[src/rtl/shared_mem_arbiter.sv]
// rtl/shared_mem_arbiter.sv - unified single-port memory shared by round-robin arbitrated requesters
//
// One grant per clock; the granted access is performed on the edge and its
// response is registered on that same edge, so op_valid appears in the cycle
// after the grant. A port whose response is currently on op_valid is not
// eligible, which keeps its still-held request from being granted twice.
//
// Optional feature macro: SHARED_MEM_BOUNDS_CHECK_EN
//   defined   - accesses at or above SIZE_IN_BYTES do not write, return 0 and
//               set the sticky op_err flag
//   undefined - upper address bits are ignored (addresses wrap), no op_err port
//
// Ports (port k uses bit k, bits [32k+31:32k] and bits [4k+3:4k]):
//   clk          clock, all state changes on the rising edge
//   reset        asynchronous active-high reset of all control state
//   ip_req_rd    per-port read request
//   ip_req_wr    per-port write request
//   ip_req_addr  per-port byte address, bits [1:0] ignored
//   ip_req_mask  per-port write byte enables
//   ip_req_data  per-port write data
//   op_valid     per-port one-cycle completion pulse
//   op_data      per-port read data, zero unless the matching op_valid is high
//   op_err       sticky out-of-range flag (bounds-check build only)

module shared_mem_arbiter #(
   parameter int NUM_PORTS     = 2,
   parameter int SIZE_IN_BYTES = 64
) (
   input  logic                      clk,
   input  logic                      reset,
   input  logic [NUM_PORTS-1:0]      ip_req_rd,
   input  logic [NUM_PORTS-1:0]      ip_req_wr,
   input  logic [32*NUM_PORTS-1:0]   ip_req_addr,
   input  logic [4*NUM_PORTS-1:0]    ip_req_mask,
   input  logic [32*NUM_PORTS-1:0]   ip_req_data,
   output logic [NUM_PORTS-1:0]      op_valid,
`ifdef SHARED_MEM_BOUNDS_CHECK_EN
   output logic [32*NUM_PORTS-1:0]   op_data,
   output logic                      op_err
`else
   output logic [32*NUM_PORTS-1:0]   op_data
`endif
);

   localparam int AW    = $clog2(SIZE_IN_BYTES);
   localparam int WORDS = SIZE_IN_BYTES / 4;
   localparam int IW    = AW - 2;
   localparam int PW    = $clog2(NUM_PORTS);

   // Memory array: never reset, contents survive a reset pulse.
   logic [31:0]          mem [WORDS];

   logic [PW-1:0]        ptr;
   logic [NUM_PORTS-1:0] elig;

   logic                 gnt_found;
   int                   gnt_idx;
   int                   ptr_next;
   logic                 gnt_rd;
   logic                 gnt_wr;
   logic [31:0]          gnt_addr;
   logic [3:0]           gnt_mask;
   logic [31:0]          gnt_data;
   logic [IW-1:0]        gnt_word;
   logic                 do_write;
   logic [31:0]          rd_word;
   logic                 unused_addr_bits;

   // The port whose response is on op_valid this cycle was granted last
   // cycle and is still holding that request, so it sits out one cycle.
   assign elig = (ip_req_rd | ip_req_wr) & ~op_valid;

   // Round-robin search starting at ptr; the selected port's request fields
   // are muxed out in the same pass.
   always_comb begin
      int idx;
      idx       = 0;
      gnt_found = 1'b0;
      gnt_idx   = 0;
      gnt_rd    = 1'b0;
      gnt_wr    = 1'b0;
      gnt_addr  = '0;
      gnt_mask  = '0;
      gnt_data  = '0;
      for (int i = 0; i < NUM_PORTS; i++) begin
         idx = int'(ptr) + i;
         if (idx >= NUM_PORTS) idx = idx - NUM_PORTS;
         if (!gnt_found && elig[idx]) begin
            gnt_found = 1'b1;
            gnt_idx   = idx;
            gnt_rd    = ip_req_rd[idx];
            gnt_wr    = ip_req_wr[idx];
            gnt_addr  = ip_req_addr[idx*32 +: 32];
            gnt_mask  = ip_req_mask[idx*4 +: 4];
            gnt_data  = ip_req_data[idx*32 +: 32];
         end
      end
   end

   assign ptr_next = (gnt_idx == NUM_PORTS - 1) ? 0 : gnt_idx + 1;
   assign gnt_word = gnt_addr[AW-1:2];

`ifdef SHARED_MEM_BOUNDS_CHECK_EN
   logic gnt_oob;
   assign gnt_oob          = (gnt_addr >> AW) != 32'd0;
   assign do_write         = gnt_found & gnt_wr & ~gnt_oob;
   assign rd_word          = gnt_oob ? 32'h0 : mem[gnt_word];
   // Only the byte-offset bits are left unconsumed here.
   assign unused_addr_bits = ^gnt_addr[1:0];
`else
   assign do_write         = gnt_found & gnt_wr;
   assign rd_word          = mem[gnt_word];
   // Byte offset and bits above the memory size do not select a word.
   assign unused_addr_bits = ^{gnt_addr[31:AW], gnt_addr[1:0]};
`endif

   // Control state is async-reset; the memory is written only outside reset
   // and is deliberately absent from the reset branch. rd_word is sampled
   // before the write lands, giving read-before-write for rd+wr requests.
   always_ff @(posedge clk or posedge reset) begin
      if (reset) begin
         ptr      <= '0;
         op_valid <= '0;
         op_data  <= '0;
`ifdef SHARED_MEM_BOUNDS_CHECK_EN
         op_err   <= 1'b0;
`endif
      end else begin
         op_valid <= '0;
         op_data  <= '0;
         if (gnt_found) begin
            op_valid[gnt_idx]          <= 1'b1;
            op_data[gnt_idx*32 +: 32]  <= gnt_rd ? rd_word : 32'h0;
            ptr                        <= PW'(ptr_next);
         end
         if (do_write) begin
            for (int b = 0; b < 4; b++) begin
               if (gnt_mask[b]) mem[gnt_word][8*b +: 8] <= gnt_data[8*b +: 8];
            end
         end
`ifdef SHARED_MEM_BOUNDS_CHECK_EN
         if (gnt_found && gnt_oob) op_err <= 1'b1;
`endif
      end
   end

endmodule

[config.mk]
export PLATFORM = sky130hd
export DESIGN_NAME = shared_mem_arbiter
export DESIGN_NICKNAME = d
export VERILOG_FILES = /design/src/rtl/shared_mem_arbiter.sv
export SDC_FILE = /design/constraint.sdc
export NUM_CORES = 1
export LEC_CHECK = 0
export CAP_MARGIN = 20
export CORE_MARGIN = 3
export CORE_UTILIZATION = 30
export DETAILED_ROUTE_END_ITERATION = 6
export PLACE_DENSITY_LB_ADDON = 0.3
export SLEW_MARGIN = 20
export SYNTH_ARGS = -nofsm -noshare
export SYNTH_HDL_FRONTEND = slang
export SYNTH_SLANG_ARGS = --single-unit
[constraint.sdc]
create_clock -name clk -period 3.7 [get_ports clk]
set_input_delay 0.37 -clock clk [delete_from_list [all_inputs] [get_ports clk]]
set_output_delay 0.37 -clock clk [all_outputs]
set_load 0.01 [all_outputs]
Word-level counts from Yosys, hierarchy flattened
Memories as Yosys holds them, arrays and structs flattened.
Index checks and enable logic that the tools add are counted.
Operators by class
  muxes and demuxes: 52
  reductions and logical operators: 8
  add/subtract/negate cells: 5
  $lt $le $gt $ge: 6
  bitwise logic cells: 5
  shifts and indexed selects: 8
  eq/ne operators: 1
Operator list (number)
  32-bit 2-to-1 mux: 7
  64-bit by 32-bit variable part select with 32-bit output: 2
  64-bit by 32-bit variable part select with 6-bit output: 2
  32-bit by 3-bit less-than comparator with 1-bit output (second input constant): 3
  64-bit bitwise AND: 1
  64-bit 2-to-1 mux: 1
  32-bit by 33-bit variable shift with 64-bit output (first input constant): 1
  32-bit by 33-bit variable part select with 64-bit output: 1
  8-bit by 32-bit variable part select with 4-bit output: 2
  1-bit 2-to-1 mux: 38
  32-bit negator with 33-bit output: 1
  32-bit by 2-bit equality test with 1-bit output (second input constant): 1
  32-bit by 1-bit greater-or-equal comparator with 1-bit output (second input constant): 1
  6-bit 2-to-1 mux: 2
  4-bit 2-to-1 mux: 2
  1-bit logical AND: 6
  1-bit by 2-bit subtractor with 3-bit output (second input constant): 1
  2-bit by 2-bit subtractor with 3-bit output (second input constant): 1
  1-bit by 1-bit adder with 2-bit output (second input constant): 1
  2-bit bitwise AND: 1
  1-bit by 2-bit greater-or-equal comparator with 1-bit output (second input constant): 1
  2-bit greater-or-equal comparator (second input constant): 1
  1-bit logical NOT: 2
  2-bit 2-to-1 mux: 1
  other kinds (5): 5
Word-level totals
  memories: 1
  input port bits: 142
  output and inout bits: 66
  flip-flop bits (word level): 67
  RAM bits: 512
  logic and storage cells: 89
Memories
  mem: depth 16, bits a word 32, read ports 1, clocked after Yosys merged registers in 0, write ports 1, RTL line 51  | logic [31:0] mem [WORDS];

Longest topological paths before layout
  depth in word-level cells: 14
  mapped depth: 11
  mapped depth without buffers: 7

Least setup slack after synthesis
Ideal clock, no wire load.
  kind: register to register
  from: reg op_valid[1]
  to: mem mem[8][0], enable pin
  stages on the path, launching flop included: 10
  data required time: 3.330 ns
  arrival time: 2.346 ns
  path slack: 0.984 ns
  path through: dfrtp_1 > o21bai_1 > o211ai_2 > nand2_1 > buf_2 > buf_2 > buf_2 > nor2_1 > nand3_1 > nor2_1
On the way
  cells in the longest elaborated chain, start to end: 13
  elaborated cells on any way between the ends: 23
  classes of those cells: mux: 17; bitwise: 3; reduce/logical: 3
Ends and longest elaborated chain
  from (decl): RTL line 36  | output logic [NUM_PORTS-1:0] op_valid,
  from (signal assigned): RTL line 123  | op_valid <= '0;
  from (signal assigned): RTL line 129  | op_valid <= '0;
  from (signal, indexed assignment): RTL line 132  | op_valid[gnt_idx] <= 1'b1;
  2-bit NOT (*): RTL line 71  | assign elig = (ip_req_rd | ip_req_wr) & ~op_valid;
  2-bit bitwise AND (*): RTL line 71
  1-bit 2-to-1 mux (not written as such) (3 in a row): RTL line 88  | if (!gnt_found && elig[idx]) begin
  1-bit 2-to-1 mux: RTL line 88
  1-bit logical NOT: RTL line 88
  1-bit logical AND: RTL line 88
  4-bit 2-to-1 mux or 1-bit 2-to-1 mux (tied branches): RTL line 88
  1-bit 2-to-1 mux or 1-bit bitwise AND (tied branches): RTL line 138, 111
  1-bit 2-to-1 mux: RTL line 136  | if (do_write) begin
  1-bit logical AND (not written as such): RTL line 138  | if (gnt_mask[b]) mem[gnt_word][8*b +: 8] <= gnt_data[8*b +: 8];
  1-bit 2-to-1 mux (not written as such): RTL line 138
  to (decl): RTL line 51
Mark *: on every way between the ends. The rest lies on a longest branch, timed or not. The select of a mux whose other input is x is not followed.

Worst setup path after layout
  from: reg op_valid[1]
  to: mem mem[15][27], enable pin
The elaborated chain is that of the path after synthesis.

==> results.cfg <==
[status]
outcome = finished, final reports clean

[sta]
max_freq_ghz = 0.305
worst-slew-pin-transition_ns = 0.971
slew_viol_final = 0
worst_slew_margin_pct = 35.1
timing.final.hold_violations = 0
setup_viol = 0
grt_setup_unrepaired = no
final_period_util_pct = 88.5
clock_skew_ns = 0.0219
layout_min_cycle_time_ns = 3.28

[synth]
postSynthRegisterBits = 579
synth-warning-count = 0
synth-edff-count = 512
async_flop_share_pct = 11.6
synth_fp_nets = 1602
synth.cell_area_um2 = 23100
synthFlopType = sky130_fd_sc_hd__edfxtp_1
synth_sequential_area_ratio_pct = 73.8
syn-instance-count = 1460
synth_cell_types = 40
per_instance_average_area_after_synthesis_um2 = 15.8

[cts]
clkLatencyLatePin_ns = 0.62
cts_tree = yes
cts_hold_buf = 0
clock_tree.buffer_depth = 3
clock_sinks = 579
root_buffer = sky130_fd_sc_hd__clkbuf_16
numCtsBuffers = 60
cts_max_level = 2
post-cts-setup-buffer-count = 0
post_cts_resized = 0
clk_pin_slew_worst_paths_ns = 0.06

[power]
cellLeakagePower_nw = 9.84
intPower_mw = 14.6
netSwitchingFraction_pct = 33.3
finalPower_mw = 21.9
p_per_area_nw_per_um2 = 770
switching_power_mw = 7.30
share_seq_of_total_power_pct = 38.0
max-vdd-ir-drop_mv = 0.413
comb_power_share_pct = 34.0
power_frac_clock_pct = 28.0

[finish]
layout.cells.most_common_list = sky130_fd_sc_hd__edfxtp_1, sky130_fd_sc_hd__clkdlybuf4s50_1, sky130_fd_sc_hd__and3_1
fin_cells = 2756
layout.cells.most_common = sky130_fd_sc_hd__edfxtp_1
layout.nets = 1815
multi_input_comb_area_um2 = 5510
postLayoutCoreUtil_pct = 37.4
layout.area.seq_um2 = 17100
layout-drive-gt1-share_pct = 13.8
syn_to_final_growth_pct = 23.2
fill_cells = 7163

[floorplanning]
floorplan.rows = 101
placeableCoreArea_um2 = 76100
die-area_um2 = 80400
io_pins = 208
effective_utilization_at_floorplan_pct = 30.4
die_h_um = 284
die_w_um = 284

[global_route]
wire_length_of_the_first_global_routing_pass_um = 92500
grt_overflow = 0
maximum_number_of_pins_on_one_net_before_global_route_repair = 97
number_of_global_route_vias_before_repair = 14300
number_of_antenna_violations_at_the_first_check_in_global_routing = 3
groute.usage.overall_pct = 15.2

[routing]
detailed_route_iter0_violations = 1064
routed_via_density = 5.01
drt_wl_total_um = 62200
drc = 0
first_drt_pass_iteration_count = 5
routed_wire_per_std_cell_um = 22.6
drt.antenna.violating_nets = 0
dr_vias = 13800

[worst_hold_path]
min_path_type = input port to async pin

[place]
place.detailed.instances = 2641
gp_routability_congestion = 0.808
count_of_buffers_from_port_buffering = 151
place.detailed.hpwl_um = 39200

[setup_path]
critPathMaxStageDelay_ns = 0.58
timing.critical_path.fanout_max = 16
end_kind = flop
worst_path_max_delay_cell = sky130_fd_sc_hd__nand2_1
cp_cell_sequence = o21bai_1 > a21oi_4 > buf_4 > a22oi_1 > nor2_1 > nand2_1 > nor2_1 > buf_4
timing_worst_setup_path_type = flop to flop
timing.critical_path.from_type = flop
timing.critical_path.arrival_ns = 3.59
timing.critical_path.required_ns = 4.01

[job]
max_cap_check_violation_count = 0
[stage by stage]
stage / hold WS, ns / worst slack [ns] / setup TNS (ns) / area (µm²)
finish: 0.229 / 0.424 / 0 / 28500
CTS: 0.250 / 0.429 / 0 / 28500
floorplan: 0.507 / 0.984 / 0 / 23100
global route: 0.292 / 0.254 / 0 / 28500
global placement: 0.734 / -0.0176 / -0.234 / 26500
detailed placement: 0.754 / -0.104 / -12.65 / 26500
[final cells by class]
cell class              instances  share of cell area, %
diodes                          1                0.00879
clock buffers                  73                   5.52
clock inverters                41                   1.58
inverters                       2                 0.0308
multi-input cells             761                   19.3
flip-flops and latches        579                   59.9
well taps                    1030                   4.53
repair buffers                269                   9.12
[critical path: cells and delay by family (launching register included)]
kind	cells	cell delay (ns)
AOI/OAI and AO/OA	3	0.75
buffers and inverters	2	0.45
DFF	1	0.40
and+or+nand+nor	3	1.35
[registers in the layout, indices dropped and copies added, names as in the netlist]
register,flops
mem,512
op_data,64
op_valid,2
ptr,1
[cells by family (layout without fill, tap and decap cells)]
| logic type | Yosys count | after routing | synth area share, % |
|---|---|---|---|
| flops | 579 | 579 | 73.8 |
| other cells | 0 | 1 | 0 |
| mux | 124 | 124 | 5.37 |
| compound gates | 307 | 307 | 11.0 |
| simple gates | 330 | 330 | 7.22 |
| buf+inv | 120 | 385 | 2.61 |
[cells in the mapped netlist, types with 3 or more instances]
master | instances | share of area [%]
sky130_fd_sc_hd__a311oi_1 | 4 | 0.15
sky130_fd_sc_hd__buf_8 | 3 | 0.19
sky130_fd_sc_hd__o221a_1 | 29 | 1.4
sky130_fd_sc_hd__a221oi_1 | 52 | 2.0
sky130_fd_sc_hd__dfrtp_1 | 67 | 7.3
sky130_fd_sc_hd__o21ai_1 | 29 | 0.63
sky130_fd_sc_hd__a221oi_2 | 10 | 0.65
sky130_fd_sc_hd__nor2b_1 | 32 | 0.87
sky130_fd_sc_hd__a211oi_1 | 96 | 3.1
sky130_fd_sc_hd__clkbuf_4 | 3 | 0.097
sky130_fd_sc_hd__a22o_1 | 37 | 1.4
sky130_fd_sc_hd__nor3_1 | 3 | 0.065
sky130_fd_sc_hd__edfxtp_1 | 512 | 67
sky130_fd_sc_hd__buf_4 | 4 | 0.13
sky130_fd_sc_hd__buf_1 | 10 | 0.16
sky130_fd_sc_hd__buf_6 | 7 | 0.34
sky130_fd_sc_hd__nand4_1 | 3 | 0.081
sky130_fd_sc_hd__mux2i_1 | 124 | 5.4
sky130_fd_sc_hd__and3_1 | 126 | 3.4
sky130_fd_sc_hd__nand3_1 | 12 | 0.26
sky130_fd_sc_hd__nor2_1 | 67 | 1.1
sky130_fd_sc_hd__buf_2 | 20 | 0.43
sky130_fd_sc_hd__a31oi_1 | 31 | 0.84
sky130_fd_sc_hd__nand2_1 | 84 | 1.4
sky130_fd_sc_hd__clkbuf_1 | 70 | 1.1
sky130_fd_sc_hd__o21ai_0 | 3 | 0.065
[power by group through the flow]
stage | registers (mW) | clock network [mW] | logic (mW)
floorplan | 8.56 | 0 | 4.29
global placement | 8.46 | 0 | 7.42
detailed placement | 8.47 | 0 | 7.56
CTS | 8.34 | 6.31 | 7.58
global route | 8.37 | 6.59 | 8.06
finish | 8.33 | 6.14 | 7.46
[routing by layer]
layer | global-route usage [%] | vias up | wire length (µm)
met5 | 0 | - | 0
met4 | 4.23 | 0 | 1470
met3 | 3.03 | 87 | 3980
met2 | 24.6 | 417 | 29200
met1 | 20.8 | 7052 | 27500
li1 | - | 6252 | -
[final timing paths]
path / slack (ns) / startpoint / end / depth (start not counted)
min: 0.23 / reset / op_valid[0] / 2
max reg2reg: 0.42 / op_valid[1] / mem[15][27] / 8
max: 0.42 / op_valid[1] / mem[15][27] / 8
min reg2reg: 0.76 / ptr / ptr / 2
min in group clk: 0.50 / ip_req_rd[0] / op_data[26] / 3
max in group asynchronous: 2.59 / reset / op_data[39] / 3
Note: power is estimated with default switching activity, not from simulation.
